## config.mk

```make
export PLATFORM = sky130hd
export DESIGN_NAME = var_unshift
export DESIGN_NICKNAME = d
export VERILOG_FILES = /design/src/rtl/var_unshift.sv
export SDC_FILE = /design/constraint.sdc
export NUM_CORES = 1
export LEC_CHECK = 0
export CAP_MARGIN = 20
export CORE_MARGIN = 5
export CORE_UTILIZATION = 35
export DETAILED_ROUTE_END_ITERATION = 7
export HOLD_SLACK_MARGIN = 0.08
export MAX_ROUTING_LAYER = met4
export PLACE_DENSITY = 0.62
export SLEW_MARGIN = 20
export SYNTH_ARGS = -nofsm -noshare
export SYNTH_HDL_FRONTEND = slang
export SYNTH_SLANG_ARGS = --single-unit
```

## constraint.sdc

```tcl
create_clock -name clk -period 13.83 [get_ports clk]
set_clock_uncertainty 0.15 [all_clocks]
set_input_delay 2.766 -clock clk [delete_from_list [all_inputs] [get_ports clk]]
set_output_delay 2.766 -clock clk [all_outputs]
set_load 0.01 [all_outputs]
```

## src/rtl/var_unshift.sv

```systemverilog
// Variable-width bit-stream unpacker: accepts 32-bit words and emits
// right-justified fields of 0-32 bits, LSB-first or MSB-first.
module var_unshift #(
  parameter int W = 32
) (
  input  logic         clk,
  input  logic         clr,
  input  logic         en,
  input  logic         dir,
  input  logic [W-1:0] in,
  input  logic         in_valid,
  output logic         in_ready,
  input  logic [5:0]   shift,
  input  logic         out_ready,
  output logic         out_valid,
  output logic [W-1:0] q,
  output logic [6:0]   level
);

  logic [63:0] buf_q, buf_d;
  logic [6:0]  cnt_q, cnt_d;
  logic        dir_q, dir_d;

  logic [6:0]  eff_s;
  logic        push_s, pop_s, dir_use_s;
  logic [6:0]  pop_n_s, cnt_pop_s;
  logic [63:0] shifted_s, ins_s, field_s;

  // Requested widths above one word saturate to a full word.
  function automatic logic [6:0] sat_width(input logic [5:0] s);
    if (s > 6'd32) begin
      return 7'd32;
    end else begin
      return {1'b0, s};
    end
  endfunction

  function automatic logic [63:0] low_mask(input logic [6:0] n);
    return (64'd1 << n) - 64'd1;
  endfunction

  assign eff_s     = sat_width(shift);
  assign in_ready  = clr & en & (cnt_q <= 7'd32);
  assign out_valid = clr & en & (cnt_q >= eff_s);
  assign level     = cnt_q;
  assign push_s    = in_valid & in_ready;
  assign pop_s     = out_valid & out_ready;

  // Field extraction from the head of the buffer in the latched order.
  always_comb begin
    field_s = 64'd0;
    if (!clr) begin
      field_s = 64'd0;
    end else if (dir_q) begin
      field_s = buf_q >> (7'd64 - eff_s);
    end else begin
      field_s = buf_q & low_mask(eff_s);
    end
  end

  assign q = field_s[W-1:0];

  // Pop first, then land the pushed word at the post-pop boundary. An empty
  // buffer adopts the incoming order immediately so the push lands correctly.
  always_comb begin
    pop_n_s   = 7'd0;
    cnt_pop_s = 7'd0;
    dir_use_s = dir_q;
    shifted_s = buf_q;
    ins_s     = 64'd0;
    buf_d     = buf_q;
    cnt_d     = cnt_q;
    dir_d     = dir_q;

    pop_n_s   = pop_s ? eff_s : 7'd0;
    cnt_pop_s = cnt_q - pop_n_s;
    dir_use_s = (cnt_q == 7'd0) ? dir : dir_q;

    if (dir_use_s) begin
      shifted_s = buf_q << pop_n_s;
      ins_s     = {in, 32'd0} >> cnt_pop_s;
    end else begin
      shifted_s = buf_q >> pop_n_s;
      ins_s     = {32'd0, in} << cnt_pop_s;
    end

    if (push_s) begin
      buf_d = shifted_s | ins_s;
      cnt_d = cnt_pop_s + 7'd32;
    end else begin
      buf_d = shifted_s;
      cnt_d = cnt_pop_s;
    end

    if (en && (cnt_q == 7'd0)) begin
      dir_d = dir;
    end else begin
      dir_d = dir_q;
    end
  end

  // State registers with asynchronous clear.
  always_ff @(posedge clk or negedge clr) begin
    if (!clr) begin
      buf_q <= 64'd0;
      cnt_q <= 7'd0;
      dir_q <= 1'b0;
    end else begin
      buf_q <= buf_d;
      cnt_q <= cnt_d;
      dir_q <= dir_d;
    end
  end

endmodule

```

# Word level (Yosys, flattened, before mapping)
# Cells that the tools add are included.
dict set report word_totals {
  regBits 72
  in_bits 44
  out_inout_bits 41
  wordCells 34
}
dict set report classes {
  n_addsub 4
  magnitude_cmp 3
  n_shift 6
  n_mux 9
  bitwise 7
  reduce_logical 2
}
# op count
set ops {}
lappend ops {{two-way mux 64 bit} 3}
lappend ops {{right shift 64 x 7 -> 64 bit} 2}
lappend ops {{two-way mux 32 bit} 2}
lappend ops {{bitwise OR 64 bit} 1}
lappend ops {{left shift 32 x 7 -> 64 bit} 1}
lappend ops {{left shift 64 x 7 -> 64 bit} 1}
lappend ops {{right shift 64 x 7 -> 32 bit} 1}
lappend ops {{AND 32 bit} 1}
lappend ops {{left shift 1 x 6 -> 32 bit (first input constant)} 1}
lappend ops {{subtractor 32 x 1 -> 32 bit (second input constant)} 1}
lappend ops {{two-way mux 7 bit} 2}
lappend ops {{adder 7 x 6 -> 7 bit (second input constant)} 1}
lappend ops {{greater-or-equal comparator 7 bit} 1}
lappend ops {{less-or-equal comparator 7 x 6 -> 1 bit (second input constant)} 1}
lappend ops {{logical NOT 7 bit} 1}
lappend ops {{subtractor 7 bit} 1}
lappend ops {{subtractor 7 bit (first input constant)} 1}
lappend ops {{greater-than comparator 6 bit (second input constant)} 1}
lappend ops {{two-way mux 6 bit} 1}
lappend ops {{AND 1 bit} 5}
lappend ops {{logical AND 1 bit} 1}
lappend ops {{two-way mux 1 bit} 1}

# Logic depth before layout (Yosys ltp)
# Gate-level depths: netlist of run 1.
dict set report logic_depth {
  ltp_word 11
  ltp_mapped 30
  ltp_nobuf 19
}

# Worst setup path after synthesis of run 1
# OpenSTA, ideal clock, no wires.
dict set report synth_path {
  path_type {in2out}
  start {input shift[5]}
  end {output q[26]}
  arrival_time_ns 6.408
  required_ns 10.914
  slack_ns 4.506
  stages 18
  path_buffers 4
  cell_sequence {and2b_1 -> inv_2 -> buf_2 -> buf_2 -> buf_2 -> ha_1 -> ha_1 -> clkbuf_1 -> or3_1 -> nor3_1 -> o21ai_0 -> nand2b_1 -> nor3_2 -> mux2i_1 -> a32o_1 -> a21oi_1 -> o32ai_1 -> and2_1}
}
dict set report synth_via {
  elab_chain_cells 7
  word_cells_on_any_way 9
  cone_classes {add/sub (2); order compare (1); shift (2); mux (3); bitwise (1)}
}
# item line_no
set synth_rtl {}
lappend synth_rtl {{start: declaration} 13} ;# input logic [5:0] shift,
lappend synth_rtl {{greater-than comparator 6 bit} 31} ;# if (s > 6'd32) begin
lappend synth_rtl {{two-way mux 6 bit (*)} 31}
lappend synth_rtl {{parallel branches: the longest is 3 deep, another holds subtractor 7 bit} --}
lappend synth_rtl {{two-way mux 32 bit (*)} 54} ;# end else if (dir_q) begin
lappend synth_rtl {{two-way mux 32 bit (*)} 52} ;# if (!clr) begin
lappend synth_rtl {{end: declaration} 16} ;# output logic [W-1:0] q,
# Mark *: on every way between the ends.

# Worst setup path in the final report of run 1
# Ends and elaborated chain as after synthesis.

==> metrics.txt, run 1 <==
result of the run finished clean; DRC 0; net switching power 4.24 mW; total placed cells including tap cells 3,755; number of pins with negative max-slew slack in the final report 0; number of max-capacitance violations reported 0; flip-flop and latch count after synthesis 72; Area Overhead vs Synth 6.29%; Post-synth top flop dfrtp_1; TritonCTS Sinks 72; chip height 260 um; part of the Yosys area used for sequential elements 8.25%; combinational cell fraction of total power 85.9%; met3 track demand over resource in global routing 8.74%; most frequent cells in the layout 521 x mux2i_1, 429 x nand2_1, 255 x nor2_1; Final WS setup 2.27 ns; number of antenna repair diodes 0; average wire per cell in the routed design 34.4 um; first-pass GRT wire length 183 mm; Static Leak 9.75 nW; CP peak stage delay 0.98 ns; Critical Path AT 8.65 ns; violation count after the first detailed-routing iteration 4,541; chip width 260 um; largest net degree at the start of global routing 74; Resized Gates After CTS 0; logic depth of the worst register-to-register path 20; Distinct cells, synth 110; die footprint 0.0675 sq mm; final weighted congestion in routability-driven placement 1.10; global route total overflow 0; Antenna Violating Nets Remaining 0; core area 0.0617 sq mm; vias in the first global route 24,400; Worst Path Max Fanout 49; synthesized cell area 0.0218 sq mm; via density per instance 7.16; average footprint of a synthesized cell 7.12 sq um; effective utilization at floorplan 35.4%; Row Count 91; normalized max-slew margin 20.6%; synthesized net count 3,131; slowest cell on the critical path and2b_2; CTS tree built; clock network fraction of design power 4.3%; global-route total usage across every layer 37.5%; kind of end point of the critical path primary output; count of yosys warnings during synthesis 0; number of antenna violations at the first check in global routing 0; number of buffer cells added on primary ports 84; CP Cell Sequence clkdlybuf4s50_1 -> and2b_2 -> inv_2 -> buf_4 -> ha_1 -> a2111oi_0 -> o21a_1 -> o21ai_0 -> nand2b_1 -> nor3_2 -> mux2i_1 -> a32o_1 -> a21oi_1 -> o32ai_1 -> and2_1 -> clkdlybuf4s50_1; HPWL reported at the end of detailed placement 99.4 mm; I/O pin count 85; total placed instance area 0.0229 sq mm; worst setup slack before clock tree synthesis 2.38 ns; busiest metal layer after global routing met2; most frequent standard cell in the layout excluding fill and tap cells mux2i_1; Tightest Pin Transition 1.16 ns; count of endpoints failing hold in the final timing report 0; worst hold path type register to register; Worst-Skew Late Latency 0.39 ns; DR pass1 iterations 7; setup violation total in the final timing report 0; post-CTS clock slew at the launch and capture registers of the worst setup and hold paths 0.06 ns; proportion of layout cells with a drive suffix above 1 8.62%; GR Util met2 53.0%; fin nets 2,992; buffer cell driving the clock tree root clkbuf_16; Routed WL 130 mm; required arrival time at the worst endpoint 10.91 ns; portion of the clock cycle consumed by the worst path in the final layout 83.6%; proportion of power drawn by flip-flops and latches 9.8%; Internal 2.05 mW; maximum vdd drop 0.228 mV; number of CTS-inserted buffers 9; cell count after synthesis 3,068; minimum period implied by the final worst setup slack 11.56 ns; WHS Path Cells 2; M1 GR Usage 48.8%; most common cell type on the critical path clkdlybuf4s50_1; Sw Share 67.4%; Post-synth EDFFs 0; Power Density 271 mW/mm^2; area of all placed cells without fillers 0.0232 sq mm; via total after detailed routing 27,000; unrepaired setup endpoints after global routing no; maximum number of buffers from clock root to sink 2; non-filler instance count after layout 3,771; Max Fclk 86.5 MHz; type of origin of the critical path input pin; setup tns final 0 ns; share of flip-flops with an asynchronous set or reset after synthesis 100%; CTS H-tree lvls 3; Crit Path Category input pin to primary output; overall power 6.29 mW; quantity of hold-fixing buffers added after cts 0; number of post-CTS setup repair buffers 0
## power groups by stage
stage / combinational [mW] / sequential (mW) / clock [mW]
after floorplan: 3.40 / 0.363 / 0
after global placement: 5.16 / 0.587 / 0
after CTS: 5.12 / 0.579 / 0.269
after detailed placement: 5.11 / 0.585 / 0
final: 5.40 / 0.614 / 0.272
after global routing: 5.57 / 0.591 / 0.276
## critical path: cells and delay by family
kind / cells / cell delay, ns
AO/OA/AOI/OAI: 6 / 1.50
adder cells (fa/ha/maj): 1 / 0.51
buffers and inverters: 4 / 1.63
multiplexers: 1 / 0.24
AND/OR/NAND/NOR: 4 / 1.94
## logic make-up after synthesis
group,Yosys count,synth area share (%)
simple gates,1024,20.8
compound gates,976,30.9
mux,611,30.4
buf+inv,350,7.83
flops,72,8.25
fa+ha+maj,19,1.12
xor+xnor,16,0.711
## Yosys cell counts, drive strengths merged (17+ instances only)
cell	n	area share, %
o22ai	54	1.6
a221oi	27	1.2
ha	18	1.0
clkbuf	150	2.6
nand3	108	2.6
o2111ai	19	0.84
and2	35	1.0
mux4	34	3.5
nand4	20	0.57
mux2	53	2.8
dfrtp	72	8.3
o21ai	204	4.7
a32oi	17	0.68
nor2	260	4.5
a21oi	194	4.5
nand2	430	7.4
inv	32	0.57
a31oi	32	1.0
a211oi	75	2.7
mux2i	524	24
a21boi	24	0.83
o31ai	18	0.79
nor4	22	0.66
o221ai	33	1.3
a211o	25	1.0
o21a	18	0.62
nor3	65	1.6
and3	22	0.65
buf	164	4.6
o211ai	51	1.8
a22oi	59	2.0
## flip-flops by register name, indices dropped and copies added, names as in the netlist
register  flops
buf_q        64
level         7
dir_q         1
## routing by layer
metal	up-vias	part of all wire, %
met5	-	0
met4	0	7.9
met3	532	12
met2	2261	41
met1	12800	39
li1	11400	-
## worst paths after layout
kind / slack [ns] / from / to
setup reg to reg: 6.32 / level[0]$_DFF_PN0_ / buf_q[9]$_DFF_PN0_
setup / recovery: 2.27 / shift[5] / q[26]
min in group asynchronous: 2.51 / clr / level[0]$_DFF_PN0_
hold / removal: 0.66 / level[6]$_DFF_PN0_ / level[6]$_DFF_PN0_
max in group asynchronous: 9.73 / clr / buf_q[60]$_DFF_PN0_
hold reg to reg: 0.66 / level[6]$_DFF_PN0_ / level[6]$_DFF_PN0_
## stage by stage
| step | util (%) | hold slack (ns) |
|---|---|---|
| final | 37.6 | 0.658 |
| after global routing | 37.6 | 0.710 |
| after global placement | 37.0 | 0.643 |
| after CTS | 37.6 | 0.667 |
| after floorplan | - | 0.616 |
| after detailed placement | 37.1 | 0.653 |
## layout make-up
type / instances / area [sq um]
clock buffers: 9 / 225
fillers: 6722 / 38500
clock inverters: 7 / 85.1
inverters: 36 / 143
repair buffers: 164 / 1460
multi-input cells: 2646 / 18400
flip-flops and latches: 72 / 1800
well taps: 837 / 1050
Note: power is estimated with default switching activity, not from simulation.
==> run 2, diff against run 1 <==
==> constraint.sdc (replaced) <==
create_clock -name clk -period 10.81 [get_ports clk]
set_clock_uncertainty 0.15 [all_clocks]
set_input_delay 2.162 -clock clk [delete_from_list [all_inputs] [get_ports clk]]
set_output_delay 2.162 -clock clk [all_outputs]
set_load 0.01 [all_outputs]
==> run 2 against run 1 <==
  * Non-clock buffer count rose by 6
  * Clock power increased by 35%
  * Final area grew 0.55%
  * Combinational power increased by 31%
  * Critical path depth stayed put
  * Via count is 0.72% higher
  * Sequential power up 40%
  * Global-route usage grew 2.2 points
  * Register-to-register slack worse by 3.1 ns
  * Worst hold slack worse by 0.0062 ns
  * Sequential cell count stayed put
  * Sequential share of layout area barely moved
==> metrics.txt, run 2 (same netlist as run 1, synthesis figures left out) <==
result of the run finished clean; Crit Path Category input pin to primary output; maximum number of buffers from clock root to sink 2 (unchanged); most common cell type on the critical path clkdlybuf4s50_1; post-route worst hold slack 0.652 ns (-0.00622 ns); type of origin of the critical path input pin; final core area utilization 37.8% (+0.21 points); start point of the worst hold path level[6]$_DFF_PN0_; Max Fclk 103 MHz; vias in the first global route 25,200 (+3.5%); CP peak stage delay 0.66 ns (-0.32 ns); normalized max-slew margin 17.9% (-2.7 points); Worst-Skew Late Latency 0.39 ns (about the same); number of buffer cells added on primary ports 84 (unchanged); minimum setup slack among reg-to-reg paths 3.20 ns (-3.12 ns); slowest cell on the critical path clkdlybuf4s50_1; area of all placed cells without fillers 0.0233 sq mm (+0.55%); setup tns final 0 ns (unchanged); global route total overflow 0 (unchanged); die footprint 0.0675 sq mm (unchanged); buffer cell driving the clock tree root clkbuf_16; Routed WL 137 mm (+5.4%); proportion of layout cells with a drive suffix above 1 8.84% (+0.22 points); chip width 260 um (unchanged); CP Cell Sequence clkdlybuf4s50_1 -> and2b_2 -> inv_2 -> buf_4 -> ha_1 -> a2111oi_0 -> o21a_1 -> o21ai_0 -> nand2b_1 -> nor3_2 -> mux2i_1 -> a32o_1 -> a21oi_1 -> o32ai_1 -> and2_1 -> clkdlybuf4s50_1; worst hold path type register to register; Static Leak 9.81 nW (+0.62%); combinational cell fraction of total power 85.2% (-0.7 points); minimum period implied by the final worst setup slack 9.67 ns; proportion of power drawn by flip-flops and latches 10.3% (+0.5 points); logic depth of the worst register-to-register path 18 (-10%); Sw Share 67.8% (+0.37 points); required arrival time at the worst endpoint 8.50 ns (-2.41 ns); core area 0.0617 sq mm (unchanged); number of post-CTS setup repair buffers 0 (unchanged); violation count after the first detailed-routing iteration 4,577 (+0.79%); via total after detailed routing 27,200 (+0.72%); largest net degree at the start of global routing 120 (+62%); Endpoint, Worst Hold level[6]$_DFF_PN0_; Tightest Pin Transition 1.20 ns (+0.0423 ns); final weighted congestion in routability-driven placement 1.08 (-2.1%); average wire per cell in the routed design 36.2 um (+5.1%); clock network fraction of design power 4.4% (about the same); Resized Gates After CTS 0 (unchanged); setup violation total in the final timing report 0 (unchanged); Worst Path Max Fanout 49 (unchanged); global-route total usage across every layer 39.7% (+2.2 points); Critical Path AT 7.36 ns (-1.29 ns); quantity of hold-fixing buffers added after cts 0 (unchanged); Top Family by Delay on Critical Path buffers and inverters; number of CTS-inserted buffers 9 (unchanged); unrepaired setup endpoints after global routing no; number of flip-flops in the largest register 64 (unchanged); Antenna Violating Nets Remaining 0 (unchanged); chip height 260 um (unchanged); via density per instance 7.19 (+0.42%); number of max-capacitance violations reported 0 (unchanged); DRC 0 (unchanged); CTS H-tree lvls 3 (unchanged); Final WS setup 1.14 ns (-1.13 ns); I/O pin count 85 (unchanged); number of buffers and inverters on the critical path 4 (unchanged); DR pass1 iterations 8 (+1); most frequent cells in the layout 521 x mux2i_1, 429 x nand2_1, 254 x nor2_1; TritonCTS Sinks 72 (unchanged); reg-to-reg critical path endpoint buf_q[35]$_DFF_PN0_; count of endpoints failing hold in the final timing report 0 (unchanged); net switching power 5.63 mW (+33%); kind of end point of the critical path primary output; maximum vdd drop 0.185 mV (-19%); HPWL reported at the end of detailed placement 105 mm (+5.7%); number of antenna violations at the first check in global routing 4 (+4); portion of the clock cycle consumed by the worst path in the final layout 89.5%; total placed instance area 0.0230 sq mm (+0.38%); most frequent standard cell in the layout excluding fill and tap cells mux2i_1; beginning of the worst register-to-register path level[0]$_DFF_PN0_; most flop-heavy register buf_q; CTS tree built; WHS Path Cells 2 (unchanged); post-CTS clock slew at the launch and capture registers of the worst setup and hold paths 0.06 ns (about the same); first-pass GRT wire length 192 mm (+5.1%); Row Count 91 (unchanged); number of pins with negative max-slew slack in the final report 0 (unchanged); Internal 2.67 mW (+30%); fin nets 2,998 (+0.20%); effective utilization at floorplan 35.4% (unchanged); worst setup slack before clock tree synthesis 1.20 ns (-1.19 ns); Area Overhead vs Synth 6.87%; Power Density 356 mW/mm^2 (+31%)
run 2: metrics by stage:
step,total power [mW],cells
floorplan,4.82,3068
global placement,7.58,3761
detailed placement,7.51,3761
CTS,7.89,3777
global route,8.48,3781
finish,8.30,3782
run 2: worst min-delay path, delay by kind of cell, from the launching register on:
kind	cells	cell delay (ns)
xor+xnor	2	0.24
flops	1	0.52
run 2: worst max-delay path by stage:
stage	startpoint	to	slack [ns]	depth (start not counted)
after floorplan	shift[5]	buf_q[45]$_DFF_PN0_	2.51	29
after global placement	shift[5]	q[26]	1.26	16
after detailed placement	shift[5]	q[26]	1.20	16
after CTS	shift[5]	q[26]	1.22	16
after global routing	shift[5]	q[26]	0.84	16
final	shift[5]	q[26]	1.14	16
run 2: per-layer routing:
| metal | track usage (%) | wire [um] | up-vias |
|---|---|---|---|
| met5 | - | 0 | - |
| met4 | 25.7 | 11700 | 0 |
| met3 | 10.0 | 15500 | 542 |
| met2 | 57.8 | 57500 | 2092 |
| met1 | 48.7 | 52200 | 13100 |
| li1 | - | - | 11400 |
run 2: cell type report:
type	instances	area, sq um
clock inverters	7	108
repair buffers	170	1560
inverters	36	143
well taps	837	1050
flip-flops and latches	72	1800
fillers	6684	38400
multi-input cells	2646	18400
diodes	5	12.5
clock buffers	9	225
run 2: power by group through the flow:
| stage | combinational [mW] | clock, mW | sequential [mW] |
|---|---|---|---|
| after CTS | 6.72 | 0.364 | 0.812 |
| final | 7.07 | 0.367 | 0.859 |
| after floorplan | 4.36 | 0 | 0.464 |
| after global routing | 7.29 | 0.373 | 0.823 |
| after detailed placement | 6.69 | 0 | 0.818 |
| after global placement | 6.75 | 0 | 0.824 |
